<file path="src/rtl/spi_slave_param.sv">
// SPI slave bridging an external master to the dual-port RAM: deserialises
// DATA_W+2-bit command frames and serialises RAM read data back onto MISO.
//
// state       | meaning
// ------------+--------------------------------------------------------------
// S_IDLE      | frame not started, waiting for ss_n low
// S_CHK_CMD   | capturing frame MSB, which selects write or read
// S_WRITE     | shifting in a write frame (address or data)
// S_READ_ADD  | shifting in a read-address frame
// S_READ_DATA | shifting in a read-data request frame
// S_TX_WAIT   | waiting for RAM read data, bounded by TX_TIMEOUT
// S_TX_SHIFT  | shifting the read byte out on MISO, MSB first
// S_HOLD      | frame done, ignoring MOSI until ss_n goes high
module spi_slave_param #(
    parameter int DATA_W     = 8,
    parameter int TX_TIMEOUT = 16
) (
    input  logic              clk,
    input  logic              rst_n,
    input  logic              ss_n,
    input  logic              mosi,
    input  logic              tx_valid,
    input  logic [DATA_W-1:0] tx_data,
    output logic              miso,
    output logic              rx_valid,
    output logic [DATA_W+1:0] rx_data,
    output logic              tx_err
);

    localparam int RX_W = DATA_W + 2;
    localparam int BC_W = $clog2(RX_W);
    localparam int WT_W = $clog2(TX_TIMEOUT + 1);

    typedef enum logic [2:0] {
        S_IDLE, S_CHK_CMD, S_WRITE, S_READ_ADD,
        S_READ_DATA, S_TX_WAIT, S_TX_SHIFT, S_HOLD
    } state_t;

    state_t            r_state;
    state_t            w_next;
    logic [BC_W-1:0]   r_bit_cnt;
    logic [WT_W-1:0]   r_wait_cnt;
    logic [RX_W-2:0]   r_shift;
    logic [DATA_W-1:0] r_tx_sh;
    logic              r_rd_addr_seen;
    logic              r_miso;
    logic              r_rx_valid;
    logic [RX_W-1:0]   r_rx_data;
    logic              r_tx_err;
    logic              w_last_bit;
    logic              w_timeout;
    logic              w_tx_done;

    assign w_last_bit = (r_bit_cnt == BC_W'(RX_W - 1));
    assign w_timeout  = (r_wait_cnt == WT_W'(TX_TIMEOUT - 1));
    assign w_tx_done  = (r_bit_cnt == '0);

    always_ff @(posedge clk or negedge rst_n) begin
        if (!rst_n) r_state <= S_IDLE;
        else        r_state <= w_next;
    end

    always_comb begin
        w_next = r_state;
        if (ss_n) begin
            w_next = S_IDLE;
        end else begin
            case (r_state)
                S_IDLE:      w_next = S_CHK_CMD;
                S_CHK_CMD:   w_next = !mosi ? S_WRITE :
                                      (r_rd_addr_seen ? S_READ_DATA : S_READ_ADD);
                S_WRITE,
                S_READ_ADD:  if (w_last_bit) w_next = S_HOLD;
                S_READ_DATA: if (w_last_bit) w_next = S_TX_WAIT;
                S_TX_WAIT:   if (tx_valid) w_next = S_TX_SHIFT;
                             else if (w_timeout) w_next = S_HOLD;
                S_TX_SHIFT:  if (w_tx_done) w_next = S_HOLD;
                S_HOLD:      w_next = S_HOLD;
                default:     w_next = S_IDLE;
            endcase
        end
    end

    always_ff @(posedge clk or negedge rst_n) begin
        if (!rst_n) begin
            r_bit_cnt      <= '0;
            r_wait_cnt     <= '0;
            r_shift        <= '0;
            r_tx_sh        <= '0;
            r_rd_addr_seen <= 1'b0;
            r_miso         <= 1'b0;
            r_rx_valid     <= 1'b0;
            r_rx_data      <= '0;
            r_tx_err       <= 1'b0;
        end else begin
            r_rx_valid <= 1'b0;
            r_tx_err   <= 1'b0;
            // ss_n high takes priority over any bit or tx_valid at the same edge
            if (ss_n) begin
                r_bit_cnt  <= '0;
                r_wait_cnt <= '0;
                r_miso     <= 1'b0;
            end else begin
                case (r_state)
                    S_IDLE: begin
                        r_bit_cnt  <= '0;
                        r_wait_cnt <= '0;
                        r_miso     <= 1'b0;
                    end
                    S_CHK_CMD: begin
                        r_shift   <= {{(RX_W-2){1'b0}}, mosi};
                        r_bit_cnt <= BC_W'(1);
                    end
                    S_WRITE, S_READ_ADD, S_READ_DATA: begin
                        if (w_last_bit) begin
                            r_rx_data  <= {r_shift, mosi};
                            r_rx_valid <= 1'b1;
                            r_bit_cnt  <= '0;
                            r_wait_cnt <= '0;
                            if (r_state == S_READ_ADD)  r_rd_addr_seen <= 1'b1;
                            if (r_state == S_READ_DATA) r_rd_addr_seen <= 1'b0;
                        end else begin
                            r_shift   <= {r_shift[RX_W-3:0], mosi};
                            r_bit_cnt <= r_bit_cnt + BC_W'(1);
                        end
                    end
                    S_TX_WAIT: begin
                        if (tx_valid) begin
                            r_miso    <= tx_data[DATA_W-1];
                            r_tx_sh   <= {tx_data[DATA_W-2:0], 1'b0};
                            r_bit_cnt <= BC_W'(DATA_W - 1);
                        end else if (w_timeout) begin
                            r_tx_err <= 1'b1;
                            r_miso   <= 1'b0;
                        end else begin
                            r_wait_cnt <= r_wait_cnt + WT_W'(1);
                        end
                    end
                    S_TX_SHIFT: begin
                        if (w_tx_done) begin
                            r_miso <= 1'b0;
                        end else begin
                            r_miso    <= r_tx_sh[DATA_W-1];
                            r_tx_sh   <= {r_tx_sh[DATA_W-2:0], 1'b0};
                            r_bit_cnt <= r_bit_cnt - BC_W'(1);
                        end
                    end
                    default: r_miso <= 1'b0;
                endcase
            end
        end
    end

    assign miso     = r_miso;
    assign rx_valid = r_rx_valid;
    assign rx_data  = r_rx_data;
    assign tx_err   = r_tx_err;

endmodule

</file>
<file path="config.mk">
export PLATFORM = sky130hd
export DESIGN_NAME = spi_slave_param
export DESIGN_NICKNAME = d
export VERILOG_FILES = /design/src/rtl/spi_slave_param.sv
export SDC_FILE = /design/constraint.sdc
export NUM_CORES = 1
export LEC_CHECK = 0
export ABC_AREA = 1
export BUFFER_PORTS_ARGS = -buffer_cell sky130_fd_sc_hd__buf_2
export CAP_MARGIN = 20
export CORE_ASPECT_RATIO = 1.5
export CORE_MARGIN = 1
export CORE_UTILIZATION = 55
export DETAILED_ROUTE_END_ITERATION = 16
export PLACE_DENSITY = 0.83
export SKIP_LAST_GASP = 1
export SYNTH_ARGS = -nofsm -noshare
export SYNTH_HDL_FRONTEND = slang
export SYNTH_SLANG_ARGS = --single-unit
</file>
<file path="constraint.sdc">
create_clock -name clk -period 4.31 [get_ports clk]
set_clock_uncertainty 0.15 [all_clocks]
set_input_delay 0.6465 -clock clk [delete_from_list [all_inputs] [get_ports clk]]
set_output_delay 0.6465 -clock clk [all_outputs]
set_load 0.005 [all_outputs]
</file>
==> impl_metrics.csv <==
group,metric,value,unit
power_and_ir_drop,p_per_area,510,nW/um^2
yosys,synth-seq-area-share,43.9,%
timing,final_hold_viol_count,0,
yosys,synth_seq_cells,42,
yosys,ys.warnings.count,0,
yosys,syn-cell-area,2390,um^2
timing,worst_slew_pin_slew,0.916,ns
clock_network,cts-htree-levels,2,
routing,met3_length,150,um
power_and_ir_drop,clockPowerShare,20.6,%
power_and_ir_drop,intPower,777,uW
clock_network,cts.repair.resized,0,
finish,seqCellArea,1050,um^2
timing,finalCriticalPeriod,1.80,ns
critical_path,critPathCaptureType,"flop",
clock_network,path_clk_slew,0.08,ns
critical_path,rrSetupSlack,2.51,ns
routing,wl_met1,1930,um
timing,fin_tns_setup,0,ns
timing,clock.fmax,0.555,GHz
critical_path,ff2ff_path_depth,9,
clock_network,cts_root_buf,"clkbuf_8",
routing,num_vias,1919,
power_and_ir_drop,seqPwrFrac,42.9,%
finish,diodes,0,
routing,drc_errors,0,
finish,utilization,61.7,%
floorplan,die_h,82.8,um
timing,rsz0062_at_grt,"false",
finish,drive_gt1_share,23.8,%
clock_network,cts.sinks,42,
yosys,synth_edf_count,0,
clock_network,cts_tree,"done",
routing,drtPass1Iterations,4,
floorplan,start_util,56.9,%
floorplan,die-area,4630,um^2
run_status,status,"completed",
routing,avgViaCountPerCell,5.24,
run,maxCapViolCount,0,
placement,io_buffer_count,25,
floorplan,rows,29,
worst_hold_path,hold_path_class,"in2async",
grt,grt_usage,22.9,%
routing,drt_iter0_drc,63,
critical_path,critPathMaxFanout,5,
finish,fillers,373,
yosys,syn_inst,295,
routing,ant_nets,0,
timing,finalMaxSlewViolations,0,
critical_path,worst_setup_path_start_kind,"flop",
finish,nets,337,
grt,antenna_found_initial,0,
placement,dp_hpwl,3500,um
grt,grt_max_degree,43,
grt,grt_pass1_wl,8330,um
yosys,ys_types,31,
clock_network,post_cts_buffers,0,
timing,finalCritPeriodShare,41.8,%
clock_network,clk_path_buf_depth,2,
grt,grt_pass1_vias,1904,
yosys,synth_ff_type,"dfrtp_1",
floorplan,ios,26,
routing,drt-total-wl,4660,um
routing,routedWlPerCell,12.7,um
critical_path,worstPathRequired,4.35,ns
power_and_ir_drop,switching_power,547,uW
power_and_ir_drop,power_frac_comb,36.4,%
yosys,syn_nets,313,
yosys,avgSynthCellArea,8.12,um^2
critical_path,crit_arrival,1.84,ns
timing,slew_headroom,39.0,%
timing,layout_setup_ws,2.51,ns
power_and_ir_drop,ir_drop,0.000314,V
grt,gr-total-overflow,0,
timing,setup_viol,0,
finish,multi_input_area,1130,um^2
routing,highest_layer,"met4",
floorplan,coreArea,4210,um^2
clock_network,clkLatencyLatePin,0.31,ns
power_and_ir_drop,p_leak,0.00138,uW
clock_network,numCtsBuffers,5,
routing,met2WireLength,2390,um
yosys,synthArstFlopShare,100,%
floorplan,die_w,55.9,um
clock_network,postCtsHoldBufs,0,
power_and_ir_drop,switching_share,41.3,%
critical_path,path_class,"reg2reg",
finish,syn_to_final_growth,8.46,%
placement,gp_congestion,0.958,
placement,pre_cts_ws,2.33,ns
[area by class of cell]
cell class	instances	area share, %
flip-flops and latches	42	40.5
clock inverters	2	0.626
inverters	35	5.06
multi-input cells	210	43.6
clock buffers	6	3.18
well taps	46	2.22
repair buffers	25	4.82
[per-stage QoR]
stage                     power (uW)  hold WS (ns)  instance area [um^2]  instances
after global routing            1420         0.356                  2600        366
after global placement          1040         0.309                  2500        358
after CTS                       1340         0.329                  2600        366
after detailed placement        1060         0.310                  2500        358
final                           1320         0.317                  2600        366
after floorplan                  961         0.201                  2390        295
[final timing paths]
kind | startpoint | endpoint
max in group asynchronous | rst_n | r_wait_cnt[1]$_DFFE_PN0P_
worst max register to register | r_bit_cnt[1]$_DFFE_PN0P_ | r_wait_cnt[2]$_DFFE_PN0P_
min in group clk | r_wait_cnt[4]$_DFFE_PN0P_ | r_wait_cnt[4]$_DFFE_PN0P_
worst max-delay path | r_bit_cnt[1]$_DFFE_PN0P_ | r_wait_cnt[2]$_DFFE_PN0P_
worst min-delay path | rst_n | rx_data[1]$_DFFE_PN0P_
worst min register to register | r_wait_cnt[4]$_DFFE_PN0P_ | r_wait_cnt[4]$_DFFE_PN0P_
[kinds of logic after synthesis]
kind of cell             synth area share, %
AND/OR/NAND/NOR                         32.5
AO/OA/AOI/OAI                           11.5
buffers and inverters                   8.78
flip-flops                              43.9
adder cells (fa/ha/maj)                 2.61
XOR/XNOR                               0.732
[worst max-delay path, stage by stage, from the launching register on]
cell and delay, ns:
dfrtp_1 0.43, inv_1 0.13, ha_1 0.20, nand3_2 0.17, nand2_1 0.15, nor2_1 0.09, nor2_2 0.15, nand2_2 0.11
nand2_1 0.07, nand2_1 0.05
[layer usage]
layer  vias to the layer above  track usage [%]
met3                        17             3.58
met5                         -                0
li1                        971                -
met4                         0             13.7
met2                        47             38.3
met1                       884             27.4
[registers in the layout, indices dropped and copies added (netlist names)]
register        flops
r_rd_addr_seen      1
r_bit_cnt           4
miso                1
rx_data            10
r_shift             9
r_wait_cnt          5
r_tx_sh             7
r_state             3
rx_valid            1
tx_err              1
[power by group through the flow]
stage	logic, uW	clock network (uW)	registers [uW]
2_1_floorplan	425	0	536
5_1_grt	550	291	583
6_report	482	273	568
3_3_place_gp	467	0	572
4_1_cts	485	281	569
3_5_place_dp	482	0	577
[placed cells by master (no fill, tap or decap)]
cell type	count
a21oi_2	6
o21bai_1	1
a31oi_1	1
o21ai_0	12
nor3_1	3
o21ai_2	9
nand2_4	5
nor2_1	18
buf_2	25
a21oi_1	3
nor2_2	7
dfrtp_1	42
or2_2	1
nand3_1	17
clkbuf_8	6
nor2_4	5
nand3_4	2
nand2_2	3
xor2_1	1
ha_1	5
inv_2	3
xnor2_1	1
or2_1	1
nand3_2	2
clkinvlp_4	1
nand4_1	3
o21ai_1	11
inv_1	32
nand2_1	93
inv_6	1
[Yosys cell counts, types with 2 or more instances]
cell,n,share of area [%]
o21ai_0,12,2.5
nor3_1,3,0.63
nand4_1,3,0.78
buf_2,2,0.42
inv_2,3,0.47
nand3_4,2,1.5
buf_4,3,0.94
inv_1,32,5.0
a21oi_1,3,0.63
nor2_1,18,2.8
nor2_2,7,1.8
dfrtp_1,42,44
nand3_2,2,0.84
o21ai_2,9,3.3
nand2_1,93,15
ha_1,5,2.6
nand2_4,5,2.4
a21oi_2,6,2.2
nor2_4,5,2.4
o21ai_1,11,2.3
nand2_2,3,0.78
nand3_1,17,3.6
Note: power is estimated with default switching activity, not from simulation.
